## src/rtl/vga_color_proc.sv

```systemverilog
// Unpacks 32-bit video-memory words into 24-bit RGB pixels (8/16/24/32bpp, optional 8bpp CLUT) for the line FIFO.
// Latency: buffer pop to rgb_fifo_wreq is one clock in direct modes; pop to clut_req one clock; clut_ack to wreq one clock.
// Backpressure: rgb_fifo_full blocks direct-mode writes and their pops; the single CLUT write relies on almost-full headroom.
module vga_color_proc #(
    parameter int LFIFO_AW = 9
) (
    input  logic        clk_i,
    input  logic        nrst_i,
    input  logic        ctrl_ven,
    input  logic [1:0]  ctrl_cd,
    input  logic        ctrl_pc,
    input  logic [31:0] vdat_buffer_di,
    input  logic        vdat_buffer_empty,
    output logic        vdat_buffer_rreq,
    input  logic        rgb_fifo_full,
    output logic        rgb_fifo_wreq,
    output logic [23:0] rgb_fifo_d,
    output logic        clut_req,
    output logic [7:0]  clut_offs,
    input  logic        clut_ack,
    input  logic [23:0] clut_q
);

    // Line FIFO depth is fixed by the surrounding design; it only needs to be a sane width here.
    if (LFIFO_AW < 1) begin : g_lfifo_aw_check
        $error("LFIFO_AW must be at least 1");
    end

    localparam logic [1:0] CD_8  = 2'b00;
    localparam logic [1:0] CD_16 = 2'b01;
    localparam logic [1:0] CD_24 = 2'b10;
    localparam logic [1:0] CD_32 = 2'b11;

    typedef struct packed {
        logic [7:0] r;
        logic [7:0] g;
        logic [7:0] b;
    } rgb_t;

    // IDLE: no word held; PIX: draining a held word; CLUT: waiting for the lookup result.
    typedef enum logic [1:0] {
        ST_IDLE,
        ST_PIX,
        ST_CLUT
    } state_t;

    state_t      state_q, state_d;
    logic [31:0] word_q, word_d;
    logic [23:0] carry_q, carry_d;
    logic [1:0]  pix_idx_q, pix_idx_d;
    logic [1:0]  phase24_q, phase24_d;

    logic        wreq_q;
    rgb_t        rgb_q;
    logic        clut_req_q;
    logic [7:0]  clut_offs_q;

    logic        flush;
    logic        pc8;
    logic [1:0]  last_idx;
    logic        pop;
    logic        emit;
    rgb_t        pix;
    logic        issue;
    logic [7:0]  offs;
    logic        ack_take;

    // Byte select, most-significant byte first.
    function automatic logic [7:0] sel_byte(input logic [31:0] w, input logic [1:0] idx);
        logic [7:0] byte_v;
        case (idx)
            2'd0:    byte_v = w[31:24];
            2'd1:    byte_v = w[23:16];
            2'd2:    byte_v = w[15:8];
            default: byte_v = w[7:0];
        endcase
        return byte_v;
    endfunction

    // Pixel idx of a word in the non-24bpp direct modes.
    function automatic rgb_t direct_pixel(input logic [31:0] w, input logic [1:0] idx,
                                          input logic [1:0] cd);
        rgb_t       p;
        logic [15:0] half;
        logic [7:0]  byte_v;
        half   = idx[0] ? w[15:0] : w[31:16];
        byte_v = sel_byte(w, idx);
        case (cd)
            CD_8:    p = {byte_v, byte_v, byte_v};
            CD_16:   p = {half[15:11], 3'b000, half[10:5], 2'b00, half[4:0], 3'b000};
            default: p = w[23:0];
        endcase
        return p;
    endfunction

    assign flush = !nrst_i || !ctrl_ven;
    assign pc8   = (ctrl_cd == CD_8) && ctrl_pc;

    // Index of the last pixel in a word for the one-word-per-group modes.
    always_comb begin
        last_idx = 2'd0;
        case (ctrl_cd)
            CD_8:    last_idx = 2'd3;
            CD_16:   last_idx = 2'd1;
            CD_32:   last_idx = 2'd0;
            default: last_idx = 2'd0;
        endcase
    end

    // Next-state, pop and emit decisions. A word's first pixel leaves in the cycle it is popped,
    // so a word only stays held while it still has pixels left.
    always_comb begin
        state_d   = state_q;
        word_d    = word_q;
        carry_d   = carry_q;
        pix_idx_d = pix_idx_q;
        phase24_d = phase24_q;
        pop       = 1'b0;
        emit      = 1'b0;
        pix       = '0;
        issue     = 1'b0;
        offs      = 8'h00;
        ack_take  = 1'b0;

        unique case (state_q)
            ST_IDLE: begin
                if (!vdat_buffer_empty) begin
                    if (ctrl_cd == CD_24) begin
                        // W0 = {P0, P1[23:16]}: P0 goes out now, P1's top byte is carried.
                        if (!rgb_fifo_full) begin
                            pop       = 1'b1;
                            emit      = 1'b1;
                            pix       = vdat_buffer_di[31:8];
                            carry_d   = {16'h0000, vdat_buffer_di[7:0]};
                            phase24_d = 2'd1;
                            state_d   = ST_PIX;
                        end
                    end else if (pc8) begin
                        pop       = 1'b1;
                        issue     = 1'b1;
                        offs      = vdat_buffer_di[31:24];
                        word_d    = vdat_buffer_di;
                        pix_idx_d = 2'd0;
                        state_d   = ST_CLUT;
                    end else if (!rgb_fifo_full) begin
                        pop    = 1'b1;
                        emit   = 1'b1;
                        pix    = direct_pixel(vdat_buffer_di, 2'd0, ctrl_cd);
                        word_d = vdat_buffer_di;
                        if (last_idx == 2'd0) begin
                            pix_idx_d = 2'd0;
                            state_d   = ST_IDLE;
                        end else begin
                            pix_idx_d = 2'd1;
                            state_d   = ST_PIX;
                        end
                    end
                end
            end

            ST_PIX: begin
                if (ctrl_cd == CD_24) begin
                    case (phase24_q)
                        2'd1: begin
                            // P1 spans W0/W1: needs W1 at the head and room downstream.
                            if (!vdat_buffer_empty && !rgb_fifo_full) begin
                                pop       = 1'b1;
                                emit      = 1'b1;
                                pix       = {carry_q[7:0], vdat_buffer_di[31:16]};
                                carry_d   = {8'h00, vdat_buffer_di[15:0]};
                                phase24_d = 2'd2;
                            end
                        end
                        2'd2: begin
                            // P2 spans W1/W2; W2's low three bytes are P3 in full.
                            if (!vdat_buffer_empty && !rgb_fifo_full) begin
                                pop       = 1'b1;
                                emit      = 1'b1;
                                pix       = {carry_q[15:0], vdat_buffer_di[31:24]};
                                carry_d   = vdat_buffer_di[23:0];
                                phase24_d = 2'd3;
                            end
                        end
                        2'd3: begin
                            if (!rgb_fifo_full) begin
                                emit      = 1'b1;
                                pix       = carry_q;
                                phase24_d = 2'd0;
                                state_d   = ST_IDLE;
                            end
                        end
                        default: begin
                            phase24_d = 2'd0;
                            state_d   = ST_IDLE;
                        end
                    endcase
                end else if (pc8) begin
                    issue   = 1'b1;
                    offs    = sel_byte(word_q, pix_idx_q);
                    state_d = ST_CLUT;
                end else if (!rgb_fifo_full) begin
                    emit = 1'b1;
                    pix  = direct_pixel(word_q, pix_idx_q, ctrl_cd);
                    if (pix_idx_q == last_idx) begin
                        pix_idx_d = 2'd0;
                        state_d   = ST_IDLE;
                    end else begin
                        pix_idx_d = pix_idx_q + 2'd1;
                    end
                end
            end

            ST_CLUT: begin
                if (clut_ack) begin
                    ack_take = 1'b1;
                    emit     = 1'b1;
                    pix      = clut_q;
                    if (pix_idx_q == 2'd3) begin
                        pix_idx_d = 2'd0;
                        state_d   = ST_IDLE;
                    end else begin
                        pix_idx_d = pix_idx_q + 2'd1;
                        state_d   = ST_PIX;
                    end
                end
            end

            default: begin
                state_d = ST_IDLE;
            end
        endcase
    end

    // State and output registers; reset and video-disable both flush everything.
    always_ff @(posedge clk_i) begin
        if (flush) begin
            state_q     <= ST_IDLE;
            word_q      <= '0;
            carry_q     <= '0;
            pix_idx_q   <= '0;
            phase24_q   <= '0;
            wreq_q      <= 1'b0;
            rgb_q       <= '0;
            clut_req_q  <= 1'b0;
            clut_offs_q <= '0;
        end else begin
            state_q   <= state_d;
            word_q    <= word_d;
            carry_q   <= carry_d;
            pix_idx_q <= pix_idx_d;
            phase24_q <= phase24_d;
            wreq_q    <= emit;
            if (emit) begin
                rgb_q <= pix;
            end
            if (issue) begin
                clut_req_q  <= 1'b1;
                clut_offs_q <= offs;
            end else if (ack_take) begin
                clut_req_q  <= 1'b0;
            end
        end
    end

    assign vdat_buffer_rreq = pop && !flush;
    assign rgb_fifo_wreq    = wreq_q;
    assign rgb_fifo_d       = rgb_q;
    assign clut_req         = clut_req_q;
    assign clut_offs        = clut_offs_q;

endmodule

```

## config.mk

```make
export PLATFORM = sky130hd
export DESIGN_NAME = vga_color_proc
export DESIGN_NICKNAME = d
export VERILOG_FILES = /design/src/rtl/vga_color_proc.sv
export SDC_FILE = /design/constraint.sdc
export NUM_CORES = 1
export LEC_CHECK = 0
export BUFFER_PORTS_ARGS = -buffer_cell sky130_fd_sc_hd__buf_2
export CAP_MARGIN = 0
export CORE_MARGIN = 2
export CORE_UTILIZATION = 40
export CTS_BUF_LIST = sky130_fd_sc_hd__clkbuf_8
export DETAILED_ROUTE_END_ITERATION = 6
export HOLD_SLACK_MARGIN = 0.03
export SLEW_MARGIN = 10
export SYNTH_ARGS = -nofsm -noshare
export SYNTH_HDL_FRONTEND = slang
export SYNTH_SLANG_ARGS = --single-unit
```

## constraint.sdc

```tcl
create_clock -name clk_i -period 7.43 [get_ports clk_i]
set_input_delay 1.486 -clock clk_i [delete_from_list [all_inputs] [get_ports clk_i]]
set_output_delay 1.486 -clock clk_i [all_outputs]
set_load 0.05 [all_outputs]
```

==> impl_metrics.toml, run 1 <==
[global_routing]
pin_count_of_the_biggest_net_entering_global_routing = 73
antenna_found_initial = 1
track_usage = 0.332
global_route.usage.met2 = 0.473
gr-usage-met1 = 0.463
grt-busiest-layer = "met2"
grt_pass1_vias = 6280
grt_remaining_overflow = 0
wire_length_of_the_first_global_routing_pass_um = 40500
met3_usage = 0.0906

[outcome]
status = "finished clean"

[yosys]
synth_top_family_by_area = "compound AO/OA/AOI/OAI gates"
ys_top_cells_by_area = "sky130_fd_sc_hd__dfxtp_1 31%, sky130_fd_sc_hd__a21oi_1 8.7%, sky130_fd_sc_hd__nand2_1 8.1%, sky130_fd_sc_hd__o21ai_0 4.5%, sky130_fd_sc_hd__clkbuf_1 3.8%"
synth-seq-area-share = 0.311
muxShareOfSynthArea = 0.0468
number_of_synthesized_flops_with_an_enable_pin = 0
ys_seq_elements = 96
synth_nets = 905
post_synthesis_simple_gate_area_fraction = 0.196
post_synth_num_cell_types = 60
warnings_from_yosys = 0
synthesis.instances = 828
netlist_area_sq_mm = 0.00618
synthArstFlopShare = 0
synth_xor_xnor_area_share = 0.00142
ys.flop_type = "sky130_fd_sc_hd__dfxtp_1"
post-synth-top-area-fraction = 0.311
synthesized_area_fraction_occupied_by_ao_oa_aoi_and_oai_cells = 0.360
synth_top_cell_by_area = "sky130_fd_sc_hd__dfxtp_1"
synthAdderAreaFrac = 0.0243
syn_avg_cell_area_sq_um = 7.46

[setup_path]
critical_path_arrival_ns = 3.36
worst-r2r-setup-slack_ns = 4.10
criticalPathCategory = "in2out"
reg2reg_from = "state_q[1]"
critPathRequiredTime_ns = 5.94
timing.critical_path.slowest_cell_delay_ns = 0.75
crit_top_cell = "sky130_fd_sc_hd__buf_2"
startpoint_type = "input port"
critical_path_peak_fanout = 28
setup.worst_path.end_class = "output pin"
timing.critical_path.slowest_stage_cell = "sky130_fd_sc_hd__nor2b_1"
cp-startpoint = "rgb_fifo_full"
timing.critical_path.cells = "buf_2, nor2b_1, a31oi_1, nor4b_1, buf_2"

[worst_hold_path]
hold_start = "carry_q[16]"
worstHoldPathType = "reg2reg"

[power_and_ir_drop]
power_per_cell_area_mw_per_mm2 = 166
pwr-share-seq = 0.464
pwr-share-comb = 0.201
power_frac_clock = 0.335
sw_frac_of_total = 0.330
ir_drop_v = 0.0000875
p_sw_uw = 379
static-leakage-power_uw = 0.00242
p_int_uw = 769

[clock_network]
tritoncts.num_buffers = 9
post_cts_setup_driven_buffer_insertion_count = 0
post_cts.resized_instances = 0
clkLatencyLatePin_ns = 0.39
tritoncts = "built"
clkSlewWorstSetupHoldPaths_ns = 0.10
cts.root.buffer_cell = "sky130_fd_sc_hd__clkbuf_8"
hold_fix_buffers_at_cts = 0
cts.path.max_buffers = 2
htree_num_levels = 3
tritoncts_num_sinks = 96

[sta]
period_minus_slack_ns = 4.84
final_slew_viol_count = 0
setup_repair_after_global_routing_missed_its_margin = "no"
finalSetupTns_ns = 0
report.final.hold_viol_count = 0
relSlewSlack = 0.321
finalSetupViolations = 0
final.period_utilization = 0.652
fmax_mhz = 206
tightest_slew_ns = 1.02
worst_case_clock_skew_ns = 0.00917

[final_layout]
layout-area-overhead-vs-synth_pct = 11.8
instances_no_fill = 1063
final_net_count = 947
drive_gt1_frac = 0.162
finalCoreUtilization = 0.456
antenna-diode-count = 0

[die]
dieHeight_um = 128
dieArea_sq_mm = 0.0165
coreArea_sq_mm = 0.0151
die_width_um = 128
io_pins = 100
start_util = 0.408
fp-row-count = 45

[job]
maxCapViolCount = 0

[route]
routed-via-count = 7088
first_pass_iteration_count_of_the_detailed_router = 6
avgRoutedWirePerCell_um = 26.0
detail_route.wirelength_um = 27700
drt.antenna.violating_nets = 0
drt_iter0_drc = 984
post-route-drc-count = 0
vias_cell = 6.67

[place]
placedCellCount = 1047
place.port_buffers = 99
place.gp.congestion = 1.01
place_hpwl_um = 19800
## critical path, delay by kind of cell
kind                   cells  cell delay, ns
and+or+nand+nor            2            1.09
buffers and inverters      2            0.61
AOI/OAI and AO/OA          1            0.17
## synthesized netlist by cell type (8+ instances only)
master and instances:
sky130_fd_sc_hd__o21ai_0 55, sky130_fd_sc_hd__dfxtp_1 96, sky130_fd_sc_hd__buf_2 9, sky130_fd_sc_hd__inv_1 10
sky130_fd_sc_hd__nand2b_1 11, sky130_fd_sc_hd__buf_1 8, sky130_fd_sc_hd__and2_1 11, sky130_fd_sc_hd__nand2_1 134
sky130_fd_sc_hd__nor3_1 9, sky130_fd_sc_hd__ha_1 12, sky130_fd_sc_hd__clkbuf_1 63, sky130_fd_sc_hd__a21oi_1 108
sky130_fd_sc_hd__a222oi_1 16, sky130_fd_sc_hd__nand3_1 31, sky130_fd_sc_hd__mux2i_1 21, sky130_fd_sc_hd__a22oi_1 30
sky130_fd_sc_hd__a22o_1 9, sky130_fd_sc_hd__o211ai_1 20, sky130_fd_sc_hd__nor2b_1 21, sky130_fd_sc_hd__nor2_1 27
sky130_fd_sc_hd__a31oi_1 20, sky130_fd_sc_hd__a2bb2oi_1 20
## metal layers
layer,routed length [um],part of all wire,vias to the layer above
li1,-,-,3166
met1,11800,0.43,3358
met2,11400,0.41,481
met3,3260,0.12,83
met4,1230,0.045,0
met5,0,0,-
## worst paths after layout
path | to | cells after the start
worst max-delay path | vdat_buffer_rreq | 5
worst min-delay path | carry_q[16] | 2
worst max register to register | rgb_fifo_d[8] | 8
worst min register to register | carry_q[16] | 2
## logic make-up after synthesis
logic type / count (synthesis)
AOI/OAI and AO/OA: 338
and+or+nand+nor: 262
DFF: 96
buffers and inverters: 93
muxes: 26
adders and majority gates: 12
xor gates and xnor gates: 1
## power groups by stage
stage | Sequential [uW] | Combinational [uW] | Clock (uW)
after global placement | 544 | 224 | 0
after CTS | 533 | 222 | 389
after floorplan | 561 | 118 | 0
after detailed placement | 545 | 222 | 0
final | 533 | 230 | 385
after global routing | 535 | 242 | 408
## placed cells by master (no fill, tap or decap), drive strengths merged, types with 21 or more instances in the layout
cell	instances
o21ai	59
nor2b	21
buf	112
nor2	27
dfxtp	96
a21oi	108
nand2	134
nand3	31
a22oi	30
mux2i	21
## through the flow
step	cell area, sq um	total power (uW)	hold WS, ns	setup slack (ns)
detailed placement	6690	766	0.450	2.63
global placement	6690	768	0.443	2.75
finish	6910	1150	0.464	2.59
CTS	6910	1140	0.465	2.58
floorplan	6180	680	0.432	2.09
global route	6910	1180	0.478	2.50
## registers in the layout (all words and copies together), names as in the netlist
| signal | flops |
|---|---|
| carry_q | 24 |
| word_q | 32 |
| state_q | 2 |
| clut_req | 1 |
| pix_idx_q | 2 |
| rgb_fifo_d | 24 |
| clut_offs | 8 |
| rgb_fifo_wreq | 1 |
| phase24_q | 2 |
## final cells by class
| type | instances | area (sq um) |
|---|---|---|
| Clock buffer | 11 | 151 |
| Clock inverter | 5 | 63.8 |
| Fill cell | 1542 | 8240 |
| Inverter | 12 | 45.0 |
| Multi-Input combinational cell | 639 | 3900 |
| Sequential cell | 96 | 1920 |
| Tap cell | 188 | 235 |
| Timing Repair Buffer | 112 | 593 |
Note: power is estimated with default switching activity, not from simulation.
==> inputs of run 2 (changes only) <==
==> constraint.sdc (replaced) <==
create_clock -name clk_i -period 4.8 [get_ports clk_i]
set_input_delay 0.96 -clock clk_i [delete_from_list [all_inputs] [get_ports clk_i]]
set_output_delay 0.96 -clock clk_i [all_outputs]
set_load 0.05 [all_outputs]
==> impl_metrics.toml, run 2 (synthesized netlist as in run 1, its figures left out) <==
[outcome]
status = "complete, but fails checks"
violated_checks = "design-rule violations"

[sta]
final.period_utilization = 0.738
finalSetupViolations = 0
fmax_mhz = 282
finalSetupTns_ns = 0
relSlewSlack = 0.307
worst_case_clock_skew_ns = 0.0154
tightest_slew_ns = 1.04
setup_repair_after_global_routing_missed_its_margin = "no"
final_slew_viol_count = 0
period_minus_slack_ns = 3.54
report.final.hold_viol_count = 0

[place]
place_hpwl_um = 19700
place.gp.congestion = 1.03
place.port_buffers = 99
placedCellCount = 1050

[clock_network]
post_cts_setup_driven_buffer_insertion_count = 0
htree_num_levels = 3
tritoncts = "built"
tritoncts_num_sinks = 96
hold_fix_buffers_at_cts = 0
tritoncts.num_buffers = 9
cts.path.max_buffers = 2
cts.root.buffer_cell = "sky130_fd_sc_hd__clkbuf_8"
post_cts.resized_instances = 0
clkSlewWorstSetupHoldPaths_ns = 0.10
clkLatencyLatePin_ns = 0.39

[die]
die_width_um = 128
dieHeight_um = 128
fp-row-count = 45
start_util = 0.408
io_pins = 100
coreArea_sq_mm = 0.0151
dieArea_sq_mm = 0.0165

[global_routing]
antenna_found_initial = 0
wire_length_of_the_first_global_routing_pass_um = 39100
grt_pass1_vias = 6112
grt_remaining_overflow = 0
pin_count_of_the_biggest_net_entering_global_routing = 40
track_usage = 0.323

[job]
maxCapViolCount = 0

[final_layout]
fill_cells = 1582
layout.cells.most_common = "sky130_fd_sc_hd__nand2_1"
layout-area-overhead-vs-synth_pct = 11.9
finalCoreUtilization = 0.456
antenna-diode-count = 0
drive_gt1_frac = 0.164
final_net_count = 950
largest-register = "word_q"
commonest_cells_after_routing_fill_and_taps_aside = "133 x sky130_fd_sc_hd__nand2_1, 108 x sky130_fd_sc_hd__a21oi_1, 99 x sky130_fd_sc_hd__buf_2"
largest_register_ff_count = 32
instances_no_fill = 1066

[setup_path]
critical_path_arrival_ns = 2.58
critical_path_peak_fanout = 27
critPathRequiredTime_ns = 3.84
crit_top_cell = "sky130_fd_sc_hd__buf_2"
timing.critical_path.slowest_cell_delay_ns = 0.42
startpoint_type = "input port"
criticalPathCategory = "in2out"
setup.worst_path.end_class = "output pin"
timing.critical_path.slowest_stage_cell = "sky130_fd_sc_hd__nor2b_1"
timing.critical_path.cells = "buf_2, nor2b_1, a31oi_1, nor4b_1, buf_2"

[power_and_ir_drop]
p_sw_uw = 570
static-leakage-power_uw = 0.00243
power_per_cell_area_mw_per_mm2 = 250
sw_frac_of_total = 0.330
p_int_uw = 1160
ir_drop_v = 0.000142
pwr-share-seq = 0.477
power_frac_clock = 0.318
pwr-share-comb = 0.205

[route]
first_pass_iteration_count_of_the_detailed_router = 7
post-route-drc-count = 23
vias_cell = 6.50
drt.antenna.violating_nets = 0
drt_iter0_drc = 1223
avgRoutedWirePerCell_um = 25.3
routed-via-count = 6931
detail_route.wirelength_um = 27000

[worst_hold_path]
worstHoldPathType = "reg2reg"
==> run 2: cell count changes in the layout (fill, tap and decap cells not counted) <==
cell	previous run	this run
sky130_fd_sc_hd__clkbuf_8	11	9
sky130_fd_sc_hd__clkinvlp_4	1	2
sky130_fd_sc_hd__inv_1	10	11
sky130_fd_sc_hd__clkinv_2	0	1
sky130_fd_sc_hd__clkinv_4	2	1
sky130_fd_sc_hd__buf_4	13	16
==> run 2: path summary, 6_finish.rpt <==
check                                         to  depth (start not counted)    startpoint  slack (ns)
worst max-delay path            vdat_buffer_rreq                          5    ctrl_cd[1]        1.26
worst min-delay path                 carry_q[18]                          2   carry_q[18]        0.46
worst max register to register     rgb_fifo_d[8]                          6  phase24_q[0]        1.83
worst min register to register       carry_q[18]                          2   carry_q[18]        0.46
==> run 2: cell type report <==
cell class / count / area (sq um) / area share
clock inverter: 7 / 71.3 / 0.0103
sequential: 96 / 1920 / 0.278
clock buffer: 9 / 124 / 0.0179
multi-input combinational: 639 / 3900 / 0.564
timing repair buffer: 115 / 616 / 0.0891
tap: 188 / 235 / 0.0340
inverter: 12 / 45.0 / 0.00652
==> run 2: through the flow <==
step	setup WS [ns]	power (uW)	hold WS, ns	cell area, sq um
floorplan	0.511	1050	0.432	6180
global placement	1.30	1190	0.443	6720
detailed placement	1.30	1180	0.448	6720
CTS	1.30	1730	0.462	6910
global route	1.22	1790	0.478	6910
finish	1.26	1730	0.462	6910
==> run 2: power groups by stage <==
| stage | Combinational (uW) | Clock [uW] | Sequential (uW) |
|---|---|---|---|
| 3_5_place_dp | 342 | 0 | 843 |
| 3_3_place_gp | 345 | 0 | 843 |
| 4_1_cts | 343 | 561 | 824 |
| 2_1_floorplan | 183 | 0 | 869 |
| 5_1_grt | 373 | 590 | 827 |
| 6_report | 355 | 549 | 825 |
==> run 2: layer usage <==
metal / wire [um] / global-route usage / vias up / part of all wire
met5: 0 / 0 / - / 0
met4: 1390 / 0.167 / 0 / 0.051
met3: 3300 / 0.0851 / 81 / 0.12
met2: 11000 / 0.458 / 500 / 0.41
met1: 11300 / 0.449 / 3194 / 0.42
li1: - / - / 3156 / -
==> run 2: worst max-delay path: cells and delay by family <==
family	cells	cell delay, ns
compound gates	1	0.14
buf+inv	2	0.74
simple gates	2	0.73
==> inputs of run 3 (changes only) <==
==> constraint.sdc (replaced) <==
create_clock -name clk_i -period 3.6 [get_ports clk_i]
set_input_delay 0.72 -clock clk_i [delete_from_list [all_inputs] [get_ports clk_i]]
set_output_delay 0.72 -clock clk_i [all_outputs]
set_load 0.05 [all_outputs]
==> impl_metrics.toml, run 3 (synthesized netlist as in run 1, its figures left out) <==
[route]
first_pass_iteration_count_of_the_detailed_router = 7
drt.antenna.violating_nets = 0
avgRoutedWirePerCell_um = 25.5
detail_route.wirelength_um = 27500
drt_iter0_drc = 1140
vias_cell = 6.60
post-route-drc-count = 1
routed-via-count = 7105

[clock_network]
clkSlewWorstSetupHoldPaths_ns = 0.09
cts.path.max_buffers = 2
tritoncts.num_buffers = 9
hold_fix_buffers_at_cts = 0
clkLatencyLatePin_ns = 0.40
cts.root.buffer_cell = "sky130_fd_sc_hd__clkbuf_8"
htree_num_levels = 3
post_cts.resized_instances = 0
post_cts_setup_driven_buffer_insertion_count = 0
tritoncts_num_sinks = 96
tritoncts = "built"

[sta]
finalSetupViolations = 0
report.final.hold_viol_count = 0
finalSetupTns_ns = 0
worst_case_clock_skew_ns = 0.0135
fmax_mhz = 345
period_minus_slack_ns = 2.90
final_slew_viol_count = 0
relSlewSlack = 0.303
tightest_slew_ns = 1.04
setup_repair_after_global_routing_missed_its_margin = "no"
final.period_utilization = 0.805

[power_and_ir_drop]
p_int_uw = 1550
static-leakage-power_uw = 0.00249
pwr-share-comb = 0.208
p_sw_uw = 769
power_per_cell_area_mw_per_mm2 = 331
power_frac_clock = 0.318
ir_drop_v = 0.000178
pwr-share-seq = 0.475
sw_frac_of_total = 0.331
power_uw = 2320

[final_layout]
antenna-diode-count = 0
largest-register = "word_q"
fill_cells = 1592
commonest_cells_after_routing_fill_and_taps_aside = "133 x sky130_fd_sc_hd__nand2_1, 108 x sky130_fd_sc_hd__a21oi_1, 99 x sky130_fd_sc_hd__buf_2"
drive_gt1_frac = 0.177
final_net_count = 962
layout.cells.most_common = "sky130_fd_sc_hd__nand2_1"
largest_register_ff_count = 32
layout-area-overhead-vs-synth_pct = 13.4

[global_routing]
antenna_found_initial = 0
wire_length_of_the_first_global_routing_pass_um = 40400
track_usage = 0.332
grt_pass1_vias = 6334
grt_remaining_overflow = 0
pin_count_of_the_biggest_net_entering_global_routing = 67

[setup_path]
criticalPathCategory = "in2out"
startpoint_type = "input port"
critical_path_arrival_ns = 2.18
setup.worst_path.end_class = "output pin"
timing.reg2reg.worst_path_depth = 10
critPathRequiredTime_ns = 2.88
reg2reg_from = "state_q[0]"
worstReg2RegEnd = "rgb_fifo_d[11]"
critical_path_peak_fanout = 22
worst-r2r-setup-slack_ns = 0.97
cp-startpoint = "ctrl_cd[1]"

[worst_hold_path]
hold_start = "carry_q[19]"
whs_path_depth = 2
worstHoldPathType = "reg2reg"
min_delay_worst_endpoint = "carry_q[19]"

[die]
dieHeight_um = 128
start_util = 0.408
fp-row-count = 45
die_width_um = 128
coreArea_sq_mm = 0.0151
dieArea_sq_mm = 0.0165
io_pins = 100

[job]
maxCapViolCount = 0

[place]
place.port_buffers = 99
place.gp.congestion = 1.05
place_hpwl_um = 20200

[outcome]
violated_checks = "design-rule violations"
status = "complete, but fails checks"
-- run 3: changes by cell type in the layout (fill, tap and decap cells not counted) --
| cell | previous run | this run |
|---|---|---|
| sky130_fd_sc_hd__buf_4 | 16 | 28 |
| sky130_fd_sc_hd__clkinv_4 | 1 | 0 |
| sky130_fd_sc_hd__inv_1 | 11 | 10 |
| sky130_fd_sc_hd__inv_6 | 1 | 2 |
| sky130_fd_sc_hd__nor4b_1 | 1 | 0 |
| sky130_fd_sc_hd__nor4b_2 | 0 | 1 |
-- run 3: metal layers --
layer,GRT usage,up-vias,routed length [um]
li1,-,3191,-
met1,0.476,3308,11800
met2,0.464,525,11200
met3,0.0818,81,3360
met4,0.154,0,1200
met5,0,-,0
-- run 3: final cells by class --
type | count | area (sq um) | share of cell area
Multi-Input combinational cell | 639 | 3910 | 0.558
Sequential cell | 96 | 1920 | 0.274
Timing Repair Buffer | 127 | 706 | 0.101
Tap cell | 188 | 235 | 0.0336
Clock buffer | 9 | 124 | 0.0177
Clock inverter | 6 | 67.6 | 0.00965
Inverter | 12 | 45.0 | 0.00643
-- run 3: metrics by stage --
stage	hold slack, ns	instances	worst slack (ns)	util	area, sq um
4_1_cts	0.462	1077	0.712	0.462	7000
3_5_place_dp	0.447	1062	0.721	0.450	6810
2_1_floorplan	0.432	828	0.473	-	6180
5_1_grt	0.486	1077	0.589	0.462	7000
6_report	0.459	1077	0.701	0.462	7000
3_3_place_gp	0.441	1062	0.743	0.450	6810
-- run 3: worst max-delay path: stages --
cell and delay (ns):
sky130_fd_sc_hd__buf_2 0.17, sky130_fd_sc_hd__buf_4 0.26, sky130_fd_sc_hd__nor2b_1 0.33, sky130_fd_sc_hd__a31oi_1 0.15
sky130_fd_sc_hd__nor4b_2 0.23, sky130_fd_sc_hd__buf_2 0.30
-- run 3: worst max-delay path by stage --
stage,slack (ns),end
floorplan,0.47,vdat_buffer_rreq
global placement,0.74,vdat_buffer_rreq
detailed placement,0.72,vdat_buffer_rreq
CTS,0.71,vdat_buffer_rreq
global route,0.59,vdat_buffer_rreq
finish,0.70,vdat_buffer_rreq
-- run 3: power by group through the flow --
stage	sequential [uW]	clock [uW]	combinational [uW]
after global routing	1100	788	505
after detailed placement	1120	0	464
after global placement	1120	0	465
after floorplan	1160	0	245
final	1100	737	481
after CTS	1100	751	464
